## src/rtl/dma_pkg.sv

```systemverilog
// dma_pkg: shared constants for the bus DMA master.
//   - FSM state encodings (kept as plain localparams for legacy tool compatibility)
//   - word step used for address advance
//   - base of the peripheral window, shared with the CPU-side decode
package dma_pkg;

  localparam logic [1:0] StIdle = 2'd0;
  localparam logic [1:0] StRd   = 2'd1;
  localparam logic [1:0] StWr   = 2'd2;
  localparam logic [1:0] StDone = 2'd3;

  localparam int unsigned WordStep = 4;

  localparam logic [31:0] PeriphBase = 32'h4000_0000;

endpackage

```

## src/rtl/dma_addr_gen.sv

```systemverilog
// dma_addr_gen: source/destination address and remaining-length counters for the DMA.
// Ports:
//   clk, reset     clock, asynchronous active-low reset
//   load           latch src/dst (word-aligned) and len
//   step           advance both addresses by one word and decrement remain
//   src, dst, len  values latched on load
//   cur_src        current read address
//   cur_dst        current write address
//   last           remain == 1 (the word in flight is the final one)
module dma_addr_gen #(
  parameter int unsigned ADDR_W = 32,
  parameter int unsigned LEN_W  = 16
) (
  input  logic              clk,
  input  logic              reset,
  input  logic              load,
  input  logic              step,
  input  logic [ADDR_W-1:0] src,
  input  logic [ADDR_W-1:0] dst,
  input  logic [LEN_W-1:0]  len,
  output logic [ADDR_W-1:0] cur_src,
  output logic [ADDR_W-1:0] cur_dst,
  output logic              last
);
  import dma_pkg::*;

  logic [ADDR_W-1:0] src_q, dst_q;
  logic [LEN_W-1:0]  remain_q;

  // Address arithmetic wraps modulo 2^ADDR_W by construction.
  always_ff @(posedge clk or negedge reset) begin
    if (!reset) begin
      src_q    <= '0;
      dst_q    <= '0;
      remain_q <= '0;
    end else if (load) begin
      src_q    <= {src[ADDR_W-1:2], 2'b00};
      dst_q    <= {dst[ADDR_W-1:2], 2'b00};
      remain_q <= len;
    end else if (step) begin
      src_q    <= src_q + ADDR_W'(WordStep);
      dst_q    <= dst_q + ADDR_W'(WordStep);
      remain_q <= remain_q - LEN_W'(1);
    end
  end

  assign cur_src = src_q;
  assign cur_dst = dst_q;
  assign last    = (remain_q == LEN_W'(1));

endmodule

```

## src/rtl/bus_dma_master.sv

```systemverilog
// bus_dma_master: bus initiator copying a block of 32-bit words from src to dst over the
// CPU data bus. Reads return combinationally; responders commit writes on the negedge.
// Ports:
//   clk, reset         clock, asynchronous active-low reset
//   start              1-cycle pulse: latch src/dst/len and begin (ignored while busy)
//   abort              stop at next posedge (RD/WR only)
//   src, dst, len      block source, destination (word-aligned internally), word count
//   busy, done         transfer active; 1-cycle completion/abort pulse
//   bus_req, bus_gnt   arbiter handshake
//   rd, wr, addr       bus strobes and address, driven only while granted
//   wdata, rdata       bus write / read data
//   irq, irq_ack       sticky completion interrupt and its clear (only with DMA_IRQ_EN)
// Configuration: define DMA_IRQ_EN to add the irq/irq_ack ports.
module bus_dma_master #(
  parameter int unsigned ADDR_W = 32,
  parameter int unsigned LEN_W  = 16
) (
  input  logic              clk,
  input  logic              reset,
  input  logic              start,
  input  logic              abort,
  input  logic [ADDR_W-1:0] src,
  input  logic [ADDR_W-1:0] dst,
  input  logic [LEN_W-1:0]  len,
  output logic              busy,
  output logic              done,
  output logic              bus_req,
  input  logic              bus_gnt,
  output logic              rd,
  output logic              wr,
  output logic [ADDR_W-1:0] addr,
  output logic [31:0]       wdata,
  input  logic [31:0]       rdata
`ifdef DMA_IRQ_EN
  ,
  output logic              irq,
  input  logic              irq_ack
`endif
);
  import dma_pkg::*;

  logic [1:0]        state_q, state_d;
  logic [31:0]       data_buf_q;
  logic              load, step, capture, last;
  logic [ADDR_W-1:0] cur_src, cur_dst;

  dma_addr_gen #(
    .ADDR_W (ADDR_W),
    .LEN_W  (LEN_W)
  ) u_addr_gen (
    .clk     (clk),
    .reset   (reset),
    .load    (load),
    .step    (step),
    .src     (src),
    .dst     (dst),
    .len     (len),
    .cur_src (cur_src),
    .cur_dst (cur_dst),
    .last    (last)
  );

  // Priority in RD/WR: abort, then grant stall, then advance.
  always_comb begin
    state_d = state_q;
    load    = 1'b0;
    step    = 1'b0;
    capture = 1'b0;
    case (state_q)
      StIdle: begin
        if (start) begin
          load    = 1'b1;
          state_d = (len == '0) ? StDone : StRd;
        end
      end
      StRd: begin
        if (abort) begin
          state_d = StDone;
        end else if (bus_gnt) begin
          capture = 1'b1;
          state_d = StWr;
        end
      end
      StWr: begin
        if (abort) begin
          state_d = StDone;
        end else if (bus_gnt) begin
          step    = 1'b1;
          state_d = last ? StDone : StRd;
        end
      end
      default: state_d = StIdle;
    endcase
  end

  always_ff @(posedge clk or negedge reset) begin
    if (!reset) begin
      state_q    <= StIdle;
      data_buf_q <= '0;
    end else begin
      state_q <= state_d;
      // Buffer survives a grant withdrawal between RD and WR, so no re-read is needed.
      if (capture) data_buf_q <= rdata;
    end
  end

  always_comb begin
    rd    = bus_gnt && (state_q == StRd);
    wr    = bus_gnt && (state_q == StWr);
    addr  = rd ? cur_src : (wr ? cur_dst : '0);
    wdata = wr ? data_buf_q : '0;
  end

  assign busy    = (state_q != StIdle);
  assign bus_req = busy;
  assign done    = (state_q == StDone);

`ifdef DMA_IRQ_EN
  logic irq_q;
  // Set covers both the edge entering DONE and the DONE cycle, so an ack coincident with
  // done cannot clear it.
  always_ff @(posedge clk or negedge reset) begin
    if (!reset) begin
      irq_q <= 1'b0;
    end else if ((state_d == StDone) || done) begin
      irq_q <= 1'b1;
    end else if (irq_ack) begin
      irq_q <= 1'b0;
    end
  end
  assign irq = irq_q;
`endif

endmodule
```

## config.mk

```make
export PLATFORM = sky130hd
export DESIGN_NAME = bus_dma_master
export DESIGN_NICKNAME = d
export VERILOG_FILES = /design/src/rtl/dma_pkg.sv /design/src/rtl/dma_addr_gen.sv /design/src/rtl/bus_dma_master.sv
export SDC_FILE = /design/constraint.sdc
export NUM_CORES = 1
export LEC_CHECK = 0
export ABC_CLOCK_PERIOD_IN_PS = 6450
export CORE_ASPECT_RATIO = 1.1
export CORE_MARGIN = 2
export CORE_UTILIZATION = 47
export CTS_BUF_LIST = sky130_fd_sc_hd__clkbuf_8
export CTS_CLUSTER_DIAMETER = 150
export DETAILED_ROUTE_END_ITERATION = 8
export HOLD_SLACK_MARGIN = 0.06
export PLACE_DENSITY = 0.77
export SLEW_MARGIN = 20
export SYNTH_ARGS = -nofsm -noshare
export SYNTH_HDL_FRONTEND = slang
export SYNTH_HIERARCHICAL = 1
export SYNTH_SLANG_ARGS = --single-unit
```

## constraint.sdc

```tcl
create_clock -name clk -period 6.45 [get_ports clk]
set_input_delay 1.6125 -clock clk [delete_from_list [all_inputs] [get_ports clk]]
set_output_delay 1.6125 -clock clk [all_outputs]
set_load 0.05 [all_outputs]
```

==> results of run 1 <==
==> cells by family after synthesis <==
logic type / Yosys count / share of synthesized area
mux: 34 / 0.0585
fa+ha+maj: 4 / 0.00770
buf+inv: 68 / 0.0493
xor+xnor: 36 / 0.0485
other cells: 1 / 0.000577
flops: 110 / 0.423
compound gates: 141 / 0.151
simple gates: 313 / 0.261
==> worst max-delay path, stage by stage <==
cell and delay, ps:
sky130_fd_sc_hd__clkdlybuf4s50_1 560, sky130_fd_sc_hd__and3b_2 540, sky130_fd_sc_hd__buf_12 270, sky130_fd_sc_hd__a22o_1 190, sky130_fd_sc_hd__clkdlybuf4s50_1 810
==> registers in the layout, summed over array words and instances (netlist names) <==
signal	cells
data_buf_q	32
state_q	2
u_addr_gen/cur_dst	30
u_addr_gen/cur_src	30
u_addr_gen/remain_q	16
==> worst paths after layout <==
check                           depth (start not counted)  slack [ps]                endpoint            from
worst min-delay path                                    1         510          data_buf_q[31]  data_buf_q[31]
min in group asynchronous                               1        1350  u_addr_gen/remain_q[6]           reset
worst min register to register                          1         510          data_buf_q[31]  data_buf_q[31]
max in group asynchronous                               2        4020  u_addr_gen/cur_src[31]           reset
worst max register to register                          6        3180  u_addr_gen/cur_dst[31]      state_q[1]
worst max-delay path                                    5         850                addr[28]         bus_gnt
==> synth_stat cells (all sizes together), types with 2 or more instances <==
cell type	number	area (um2)
nand2	80	300
and3b	2	17.5
ha	4	50.1
and2	38	238
or4	24	180
clkbuf	29	109
a22oi	2	15.0
or2	3	18.8
mux2	32	360
a311o	6	60.1
and3	9	56.3
a31oi	23	144
nand3b	2	15.0
a21oi	3	15.0
and4	4	35.0
nand4	29	181
o31ai	22	165
or3	3	18.8
xnor2	20	175
nor2b	3	18.8
nor2	47	176
nand2b	3	26.3
a22o	32	280
nor4	18	140
buf	23	151
nor3	9	45.0
dfrtp	110	2750
inv	16	60.1
mux2i	2	20.0
o21ai	43	215
a211o	3	26.3
nand3	33	170
xor2	16	140
nor3b	3	33.8
o31a	2	17.5
==> stage by stage <==
step | setup slack, ps | util | power (mW) | instance area [um2]
final | 847 | 0.626 | 3.50 | 8560
after global routing | 794 | 0.626 | 3.73 | 8560
after CTS | 835 | 0.625 | 3.50 | 8540
after detailed placement | 839 | 0.611 | 3.09 | 8360
after global placement | 857 | 0.611 | 3.01 | 8360
after floorplan | 1940 | - | 2.54 | 6510
==> area by class of cell <==
type	instances	area, um2
sequential	110	2750
fill	1189	5120
inverter	16	60.1
multi-input combinational	532	3460
clock buffer	12	165
timing repair buffer	187	1860
antenna	1	2.50
clock inverter	4	21.3
tap	188	235
==> layer usage <==
metal  share of wire  vias to the layer above
met5               0                        -
met4           0.020                        0
met3           0.058                       28
met2            0.51                      228
met1            0.42                     2894
li1                -                     2883
==> power by group through the flow <==
stage          registers, mW  clock network, mW  logic [mW]
2_1_floorplan           1.29                  0        1.25
3_3_place_gp            1.38                  0        1.64
3_5_place_dp            1.41                  0        1.68
4_1_cts                 1.40              0.415        1.69
5_1_grt                 1.46              0.442        1.83
6_report                1.40              0.407        1.69
==> reports/summary.md, run 1 <==
The flow ran to the end, and the final reports show no timing, DRC or antenna violations. The y dimension of the die was 127 um. The tools report the number of sinks on the clock net as 110. For this design the total switching power over the nets is 1.60 mW. Across the run, the number of max-cap violations was 0. Gates resized during post-CTS repair numbered 0. The portion of total power attributed to the clock network was 0.116; the instance count of the mapped netlist was 707. The tools report the final number of hold-violating endpoints as 0. The cell sitting at the root of the clock tree is a sky130_fd_sc_hd__clkbuf_8. The netlist uses 52 different library cells.

Most common library cell in the layout ignoring fill and taps: sky130_fd_sc_hd__clkdlybuf4s50_1. The H-tree was split into 3 levels. The total half-perimeter wirelength after legalization and detailed placement was 13.2 mm; the number of buffers created by CTS was 9. Once the clock tree was built, the setup fixing pass inserted 0 buffers. For this run, the number of Yosys warnings is 6. Cell internal power was estimated by the tool at 1.90 mW. For the clock latency on the worst-skew pair, the log shows 390 ps. The final RePlAce weighted congestion is 0.865. In this run the power density over the cells is 409 nW/um2. For the netlist area before placement, the log shows 6500 um2. Summed over all cells, the static leakage comes to 3.21 nW. Data on the critical path is required at its endpoint by 4840 ps.

The remaining max-slew budget at the tightest pin was 0.395; the number of design-rule violations left by the first detailed-router iteration was 491. The global routing usage on met1 is 0.319, and the register bit total from synthesis is 110. Timing would allow up to 178 MHz. The synthesized design contains 0 enable-type register cells. For the residual DRC count, the log shows 0. After clock tree synthesis, the clock-pin slew on the worst setup and hold paths is 100 ps.

Setup repair after global routing left no endpoint under its margin. The tools report the number of global-route vias before repair as 5811. The total global-route track usage was 0.245. The core region is 13700 um2. Number of placement rows: 45.

The run gives 1033 as the number of cells in the design after placement. Most used flip-flop cell after synthesis: sky130_fd_sc_hd__dfrtp_1. The sequential share of the synthesized area was 0.423; the count of nets left with antenna violations after detail routing was 0.

Hold timing on the final database bottoms out at a slack of 505 ps. For the final-report max-slew violation count, the log shows 0. Fraction of power consumed by combinational cells: 0.483. Leaving out fill and tap cells, the most frequent cells in the layout are sky130_fd_sc_hd__clkdlybuf4s50_1, sky130_fd_sc_hd__dfrtp_1, sky130_fd_sc_hd__nand2_1, sky130_fd_sc_hd__nor2_1, sky130_fd_sc_hd__o21ai_0.

The portion of the clock cycle consumed by the worst path in the final layout was 0.869; the slew at the pin closest to its max-slew limit was 907 ps. The tools report the routed via count as 6033. For the global routing met2 resource utilization, the log shows 0.410. The first global-routing pass estimated 28.5 mm of wire. The number of standard cells in the layout, taps in and fillers out is 1050.

The tools report the count of boundary I/O pins as 186. In this run the worst hold path is classified as reg -> reg. Setup violations remaining at the end of the flow were counted as 0. The area growth from synthesis to layout was 31.7%; the synthesized area per cell was 9.20 um2. The endpoint type of the worst setup path was an output port.

Clock skew on the completed layout was measured at 12.3 ps. For this run, the post-layout net count is 977. The starting density of the core came out at 0.475. Peak-usage layer in the global routing report: met2. The highest ir drop seen on vdd is 0.000191 V.

Dividing the detail-routed wire length by the instance count gives 17.2 um. Async set or reset register ratio after synthesis: 1.00. The routed design could run at a clock period as short as 5600 ps. The proportion of total power due to net switching is 0.458. For the largest net degree at the start of global routing, the log shows 72. The critical path is of the in -> out type. After clock tree synthesis, the flow added hold-fix buffers numbering 0.

The floorplan step defined a die boundary enclosing 14800 um2. The tools report the part of the total power dissipated in sequential elements as 0.401. The share of cells above drive strength 1 was 0.0813; the highest net fanout along the worst path was 45. The routed design has 18.1 mm of wire. Buffers placed on the I/O ports in this run total 179. Initial antenna violation count: 1.

Setup total negative slack on the finished layout was measured at 0 ps. For this run the aggregate overflow at the end of global routing stands at 0. The run gives 0.0365 as the global-route track usage on met3. TritonCTS built the clock tree. For this run, the detailed router's first-pass iteration total came to 4.

The worst setup path is launched from an input port. The horizontal die dimension came out at 116 um. Data arrives at the worst endpoint at 3990 ps. The via density per instance was 5.75.

For the maximum buffer depth of the clock tree, the log shows 2.
No activity file was read; power rests on OpenSTA's default activity.
==> inputs of run 2 (changes only) <==
- ABC_CLOCK_PERIOD_IN_PS: 6450 -> default
==> results of run 2 <==
No change in the layout: final DEF, timing and power equal those of run 1.
